==> src/rtl/led_pattern_sequencer_pkg.sv <==
// Shared types for the LED pattern sequencer.
// Mode encoding and pingpong direction codes.
package led_pkg;

  typedef enum logic [1:0] {
    LED_ROTATE   = 2'd0,
    LED_PINGPONG = 2'd1,
    LED_BINARY   = 2'd2,
    LED_BLINK    = 2'd3
  } led_mode_t;

  localparam logic DIR_UP = 1'b0;
  localparam logic DIR_DN = 1'b1;

endpackage

==> src/rtl/led_pattern_sequencer_tick_gen.sv <==
// Step prescaler: counts 0..STEP_CYCLES-1 while en, tick on last count.
// Ports: clk, rst (async high), en, clr (sync clear, wins over en), tick.
module led_tick_gen #(
  parameter int STEP_CYCLES = 27000000
) (
  input  logic clk,
  input  logic rst,
  input  logic en,
  input  logic clr,
  output logic tick
);

  localparam int CW = (STEP_CYCLES > 1) ? $clog2(STEP_CYCLES) : 1;
  localparam logic [CW-1:0] LAST = CW'(STEP_CYCLES - 1);

  logic [CW-1:0] cnt;

  assign tick = en && (cnt == LAST);

  always_ff @(posedge clk or posedge rst) begin
    if (rst) begin
      cnt <= '0;
    end else if (clr) begin
      cnt <= '0;
    end else if (en) begin
      cnt <= (cnt == LAST) ? '0 : cnt + CW'(1);
    end
  end

endmodule

==> src/rtl/led_pattern_sequencer.sv <==
// LED pattern sequencer: rotate / pingpong / binary / blink at a fixed step rate.
// Ports: clk, rst (async high), en, mode[1:0], opin[NUM_LEDS-1:0], step.
import led_pkg::*;

module led_pattern_sequencer #(
  parameter int NUM_LEDS    = 3,
  parameter int STEP_CYCLES = 27000000
) (
  input  logic                clk,
  input  logic                rst,
  input  logic                en,
  input  logic [1:0]          mode,
  output logic [NUM_LEDS-1:0] opin,
  output logic                step
);

  if (STEP_CYCLES < 2 || NUM_LEDS < 1) begin : g_bad_params
    $error("led_pattern_sequencer: need STEP_CYCLES>=2, NUM_LEDS>=1");
  end

  localparam int IW = (NUM_LEDS > 1) ? $clog2(NUM_LEDS) : 1;
  localparam logic [IW-1:0] LAST_IDX = IW'(NUM_LEDS - 1);
  localparam logic [IW-1:0] ONE = IW'(1);

  led_mode_t             mode_q, mode_n;
  logic [IW-1:0]         idx, idx_n;
  logic                  dir, dir_n;
  logic [NUM_LEDS-1:0]   opin_n;
  logic                  step_n;
  logic                  chg;
  logic                  tick;

  function automatic logic [NUM_LEDS-1:0] init_pat(
    input led_mode_t m
  );
    logic [NUM_LEDS-1:0] r;
    unique case (m)
      LED_ROTATE,
      LED_PINGPONG: r = NUM_LEDS'(1);
      LED_BINARY:   r = '0;
      LED_BLINK:    r = '1;
      default:      r = NUM_LEDS'(1);
    endcase
    return r;
  endfunction

  function automatic logic [NUM_LEDS-1:0] onehot(
    input logic [IW-1:0] i
  );
    return NUM_LEDS'(1) << i;
  endfunction

  assign chg = (led_mode_t'(mode) != mode_q);

  led_tick_gen #(
    .STEP_CYCLES(STEP_CYCLES)
  ) u_tick (
    .clk (clk),
    .rst (rst),
    .en  (en),
    .clr (chg),
    .tick(tick)
  );

  // A mode change takes priority over a coincident tick and
  // restarts the new pattern from its initial value.
  always_comb begin
    mode_n = mode_q;
    opin_n = opin;
    idx_n  = idx;
    dir_n  = dir;
    step_n = 1'b0;
    if (chg) begin
      mode_n = led_mode_t'(mode);
      opin_n = init_pat(led_mode_t'(mode));
      idx_n  = '0;
      dir_n  = DIR_UP;
    end else if (tick) begin
      step_n = 1'b1;
      unique case (mode_q)
        LED_ROTATE: begin
          idx_n  = (idx == LAST_IDX) ? '0 : idx + ONE;
          opin_n = onehot(idx_n);
        end
        LED_PINGPONG: begin
          // Ends are turned on the spot so each end shows once.
          if (NUM_LEDS == 1) begin
            idx_n = '0;
          end else if (dir == DIR_UP) begin
            if (idx == LAST_IDX) begin
              idx_n = idx - ONE;
              dir_n = DIR_DN;
            end else begin
              idx_n = idx + ONE;
            end
          end else begin
            if (idx == '0) begin
              idx_n = idx + ONE;
              dir_n = DIR_UP;
            end else begin
              idx_n = idx - ONE;
            end
          end
          opin_n = onehot(idx_n);
        end
        LED_BINARY: opin_n = opin + NUM_LEDS'(1);
        LED_BLINK:  opin_n = ~opin;
        default:    opin_n = opin;
      endcase
    end
  end

  always_ff @(posedge clk or posedge rst) begin
    if (rst) begin
      mode_q <= LED_ROTATE;
      opin   <= NUM_LEDS'(1);
      idx    <= '0;
      dir    <= DIR_UP;
      step   <= 1'b0;
    end else begin
      mode_q <= mode_n;
      opin   <= opin_n;
      idx    <= idx_n;
      dir    <= dir_n;
      step   <= step_n;
    end
  end

endmodule

==> config.mk <==
export PLATFORM = sky130hd
export DESIGN_NAME = led_pattern_sequencer
export DESIGN_NICKNAME = d
export VERILOG_FILES = /design/src/rtl/led_pattern_sequencer_pkg.sv /design/src/rtl/led_pattern_sequencer_tick_gen.sv /design/src/rtl/led_pattern_sequencer.sv
export SDC_FILE = /design/constraint.sdc
export NUM_CORES = 1
export LEC_CHECK = 0
export BUFFER_PORTS_ARGS = -buffer_cell sky130_fd_sc_hd__buf_4
export CORE_UTILIZATION = 50
export CTS_CLUSTER_DIAMETER = 200
export DETAILED_ROUTE_END_ITERATION = 10
export PLACE_DENSITY = 0.77
export RECOVER_POWER = 50
export SYNTH_ARGS = -nofsm -noshare
export SYNTH_HDL_FRONTEND = slang
export SYNTH_SLANG_ARGS = --single-unit
==> constraint.sdc <==
create_clock -name clk -period 2.2 [get_ports clk]
set_input_delay 0.44 -clock clk [delete_from_list [all_inputs] [get_ports clk]]
set_output_delay 0.44 -clock clk [all_outputs]
set_load 0.01 [all_outputs]
==> impl_metrics.py <==
metrics = {
    "outcome": {
        "status": "finished, violations left",
        "failed_checks": "setup timing",
    },
    "timing": {
        "skew_ps": 4.485,
        "period_share_pct": 101.2,
        "drv_slew": 0,
        "worst_pin_slew_ps": 844.8,
        "rsz0062_at_grt": "true",
        "setup_slack_ps": -27.48,
        "hold_violations": 0,
        "setup_viol": 2,
        "max_freq_mhz": 448.9,
        "relSlewSlack_pct": 43.68,
        "fin_crit_ps": 2227,
    },
    "drt": {
        "drc": 0,
        "drt-wirelength-per-cell_um": 14.96,
        "totalWireLength_mm": 4.322,
        "antenna_left": 0,
        "drt_iter0_markers": 101,
        "via_count": 1667,
        "dr.pass1.iters": 4,
        "viasPerCell": 5.768,
    },
    "floorplanning": {
        "start_util_pct": 52.37,
        "core-area_sq_um": 3689,
        "dieHeight_um": 64.16,
        "fp-row-count": 22,
        "dieWidth_um": 64.16,
        "io_pins": 9,
        "die-area_sq_um": 4117,
    },
    "logic_synthesis": {
        "yosys-top-cells-area": "dfrtp_1 43%, nor2_1 6.4%, xnor2_1 5.9%",
        "synth_area_sq_um": 1932,
        "synth_flop_cell": "dfrtp_1",
        "syn_inst": 212,
        "seq_area_frac_synth_pct": 44.11,
        "yosys-top-cells-count": "33 x dfrtp_1, 33 x nor2_1, 15 x nand2_1, 13 x nand3_1, 13 x xnor2_1",
        "synth-async-reset-ratio_pct": 100.0,
        "ys_types": 48,
        "synth-seq-cells": 34,
        "yosysWarnings": 0,
        "syn_avg_cell_area_sq_um": 9.113,
        "synth_edf_count": 0,
        "synth_top_area_cell": "dfrtp_1",
        "yosysTopAreaCellShare_pct": 42.75,
        "syn_nets": 219,
    },
    "setup_path": {
        "crit_slowest_cell": "or4b_4",
        "crit_buf_inv": 0,
        "end_kind": "flip-flop",
        "cp_max_fo": 2,
        "crit_arrival_ps": 2400,
        "startpoint_type": "flip-flop",
        "cp_common_cell": "or4_4",
        "crit_type": "flip-flop to flip-flop",
        "crit_chain": "or4b_4 -> or4_4 -> or4_4 -> a31oi_2 -> nor2_1",
        "cp.required_ps": 2370,
        "max_stage_delay_ps": 550,
        "crit_family": "simple AND/OR/NAND/NOR gates",
    },
    "cells_and_area": {
        "fin_nets": 247,
        "area_growth_pct": 18.59,
        "multiInputGateArea_sq_um": 1025,
        "drive_gt1_share_pct": 20.75,
        "fin_cells": 289,
        "fin_util_pct": 62.11,
        "diodes": 0,
        "ff_latch_area_sq_um": 852.1,
        "fill_cells": 332,
    },
    "clocking": {
        "clockRootBuffer": "clkbuf_8",
        "clkSlewWorstSetupHoldPaths_ps": 70,
        "cts_tree": "built",
        "htreeDepth": 2,
        "clkSinkCount": 34,
        "cts_made_buffers": 5,
        "clk_latency_ps": 280,
        "cts.path.max_buffers": 2,
    },
    "job": {
        "drv_cap": 0,
    },
    "global_routing": {
        "grt_use_total_pct": 23.95,
        "antenna_found_initial": 0,
        "grt_overflow_total": 0,
        "grt_pass1_wl_mm": 7.555,
        "grt_pass1_vias": 1628,
        "grt_max_degree": 35,
    },
    "power_and_ir_drop": {
        "total_power_uw": 1331,
        "power_density_nw_per_um2": 581.1,
        "p_leak_uw": 0.0009121,
        "peakVddDrop_v": 0.0004825,
    },
    "placed_design": {
        "dp.cells": 280,
        "hpwlAfterDp_mm": 3.076,
        "routabilityCongestion": 0.9395,
        "port_buffers": 8,
    },
    "worst_hold_path": {
        "holdCritPathClass": "primary input to flip-flop",
    },
}
path summary, 6_finish.rpt:
check / startpoint / cells after the start / slack [ps] / end
worst max-delay path: u_tick.cnt[21]$_DFFE_PP0P_ / 5 / -30 / u_tick.cnt[1]$_DFFE_PP0P_
worst min-delay path: mode[0] / 1 / 360 / mode_q[0]$_DFFE_PP0N_
worst max register to register: u_tick.cnt[21]$_DFFE_PP0P_ / 5 / -30 / u_tick.cnt[1]$_DFFE_PP0P_
worst min register to register: u_tick.cnt[20]$_DFFE_PP0P_ / 1 / 540 / u_tick.cnt[20]$_DFFE_PP0P_
max in group asynchronous: rst / 3 / 1270 / u_tick.cnt[22]$_DFFE_PP0P_
min in group asynchronous: rst / 3 / 410 / mode_q[0]$_DFFE_PP0N_
worst register-to-register path: cells and delay by family (launching register included):
| kind | cells | cell delay, ps |
|---|---|---|
| compound gates | 1 | 180 |
| flops | 1 | 380 |
| simple gates | 4 | 1550 |
cell usage in the layout (no fill, tap or decap), drive strengths merged, types with 2 or more instances in the layout:
| cell type | n |
|---|---|
| nor2 | 33 |
| dfrtp | 33 |
| buf | 27 |
| nand2 | 15 |
| nand3 | 13 |
| xnor2 | 13 |
| xor2 | 11 |
| clkbuf | 9 |
| a21oi | 8 |
| nand4 | 7 |
| nor3 | 7 |
| inv | 6 |
| nor4 | 6 |
| or2 | 5 |
| or4 | 5 |
| o21ai | 4 |
| nand2b | 3 |
| or3 | 3 |
| o311ai | 3 |
| ha | 2 |
| clkinv | 2 |
| a31oi | 2 |
layer usage:
layer / track usage (%) / share of wire [%] / vias up
met5: 0 / 0 / -
met4: 8.056 / 1.3 / 0
met3: 8.036 / 5.3 / 7
met2: 36.57 / 47 / 48
met1: 31.72 / 46 / 802
li1: - / - / 810
area by class of cell:
type                       count  share of cell area [%]
tap                           48                   2.622
clock buffer                   5                   3.004
inverter                       6                  0.9831
timing repair buffer          31                   9.721
sequential                    34                   37.19
multi-input combinational    162                   44.73
clock inverter                 3                   1.748
cells by family (layout without fill, tap and decap cells):
family,count (synthesis),count (layout),share of synthesized area (%)
flops,34,34,44.11
simple gates,106,106,28.05
buf+inv,16,45,4.404
mux,1,1,0.5182
fa+ha+maj,2,2,1.295
xor+xnor,24,24,10.88
compound gates,29,29,10.75
metrics by stage:
| stage | TNS [ps] | area [sq um] | setup slack [ps] | hold WS (ps) |
|---|---|---|---|---|
| global route | -110.9 | 2291 | -72.46 | 354.0 |
| global placement | -38.67 | 2155 | -25.85 | 521.5 |
| floorplan | 0 | 1932 | 3.847 | 495.2 |
| finish | -32.55 | 2291 | -27.48 | 357.6 |
| CTS | 0 | 2263 | 12.49 | 260.0 |
| detailed placement | -115.9 | 2155 | -65.34 | 526.0 |
report_power, final:
| part | switching (uW) | internal, uW |
|---|---|---|
| clock | 226 | 333 |
| combinational | 76.9 | 48.4 |
| sequential | 10.6 | 637 |
registers in the layout, indices dropped and copies added, names as in the netlist:
name	flops
opin	3
step	1
idx	2
mode_q	2
dir	1
u_tick.cnt	25
repair_timing:
action,4_1_cts,5_1_grt
buffers inserted,0,1
hold buffers,0,0
pin swaps,2,1
resized for setup,0,6
endpoints found under the setup margin,2,27
Note: power is estimated with default switching activity, not from simulation.
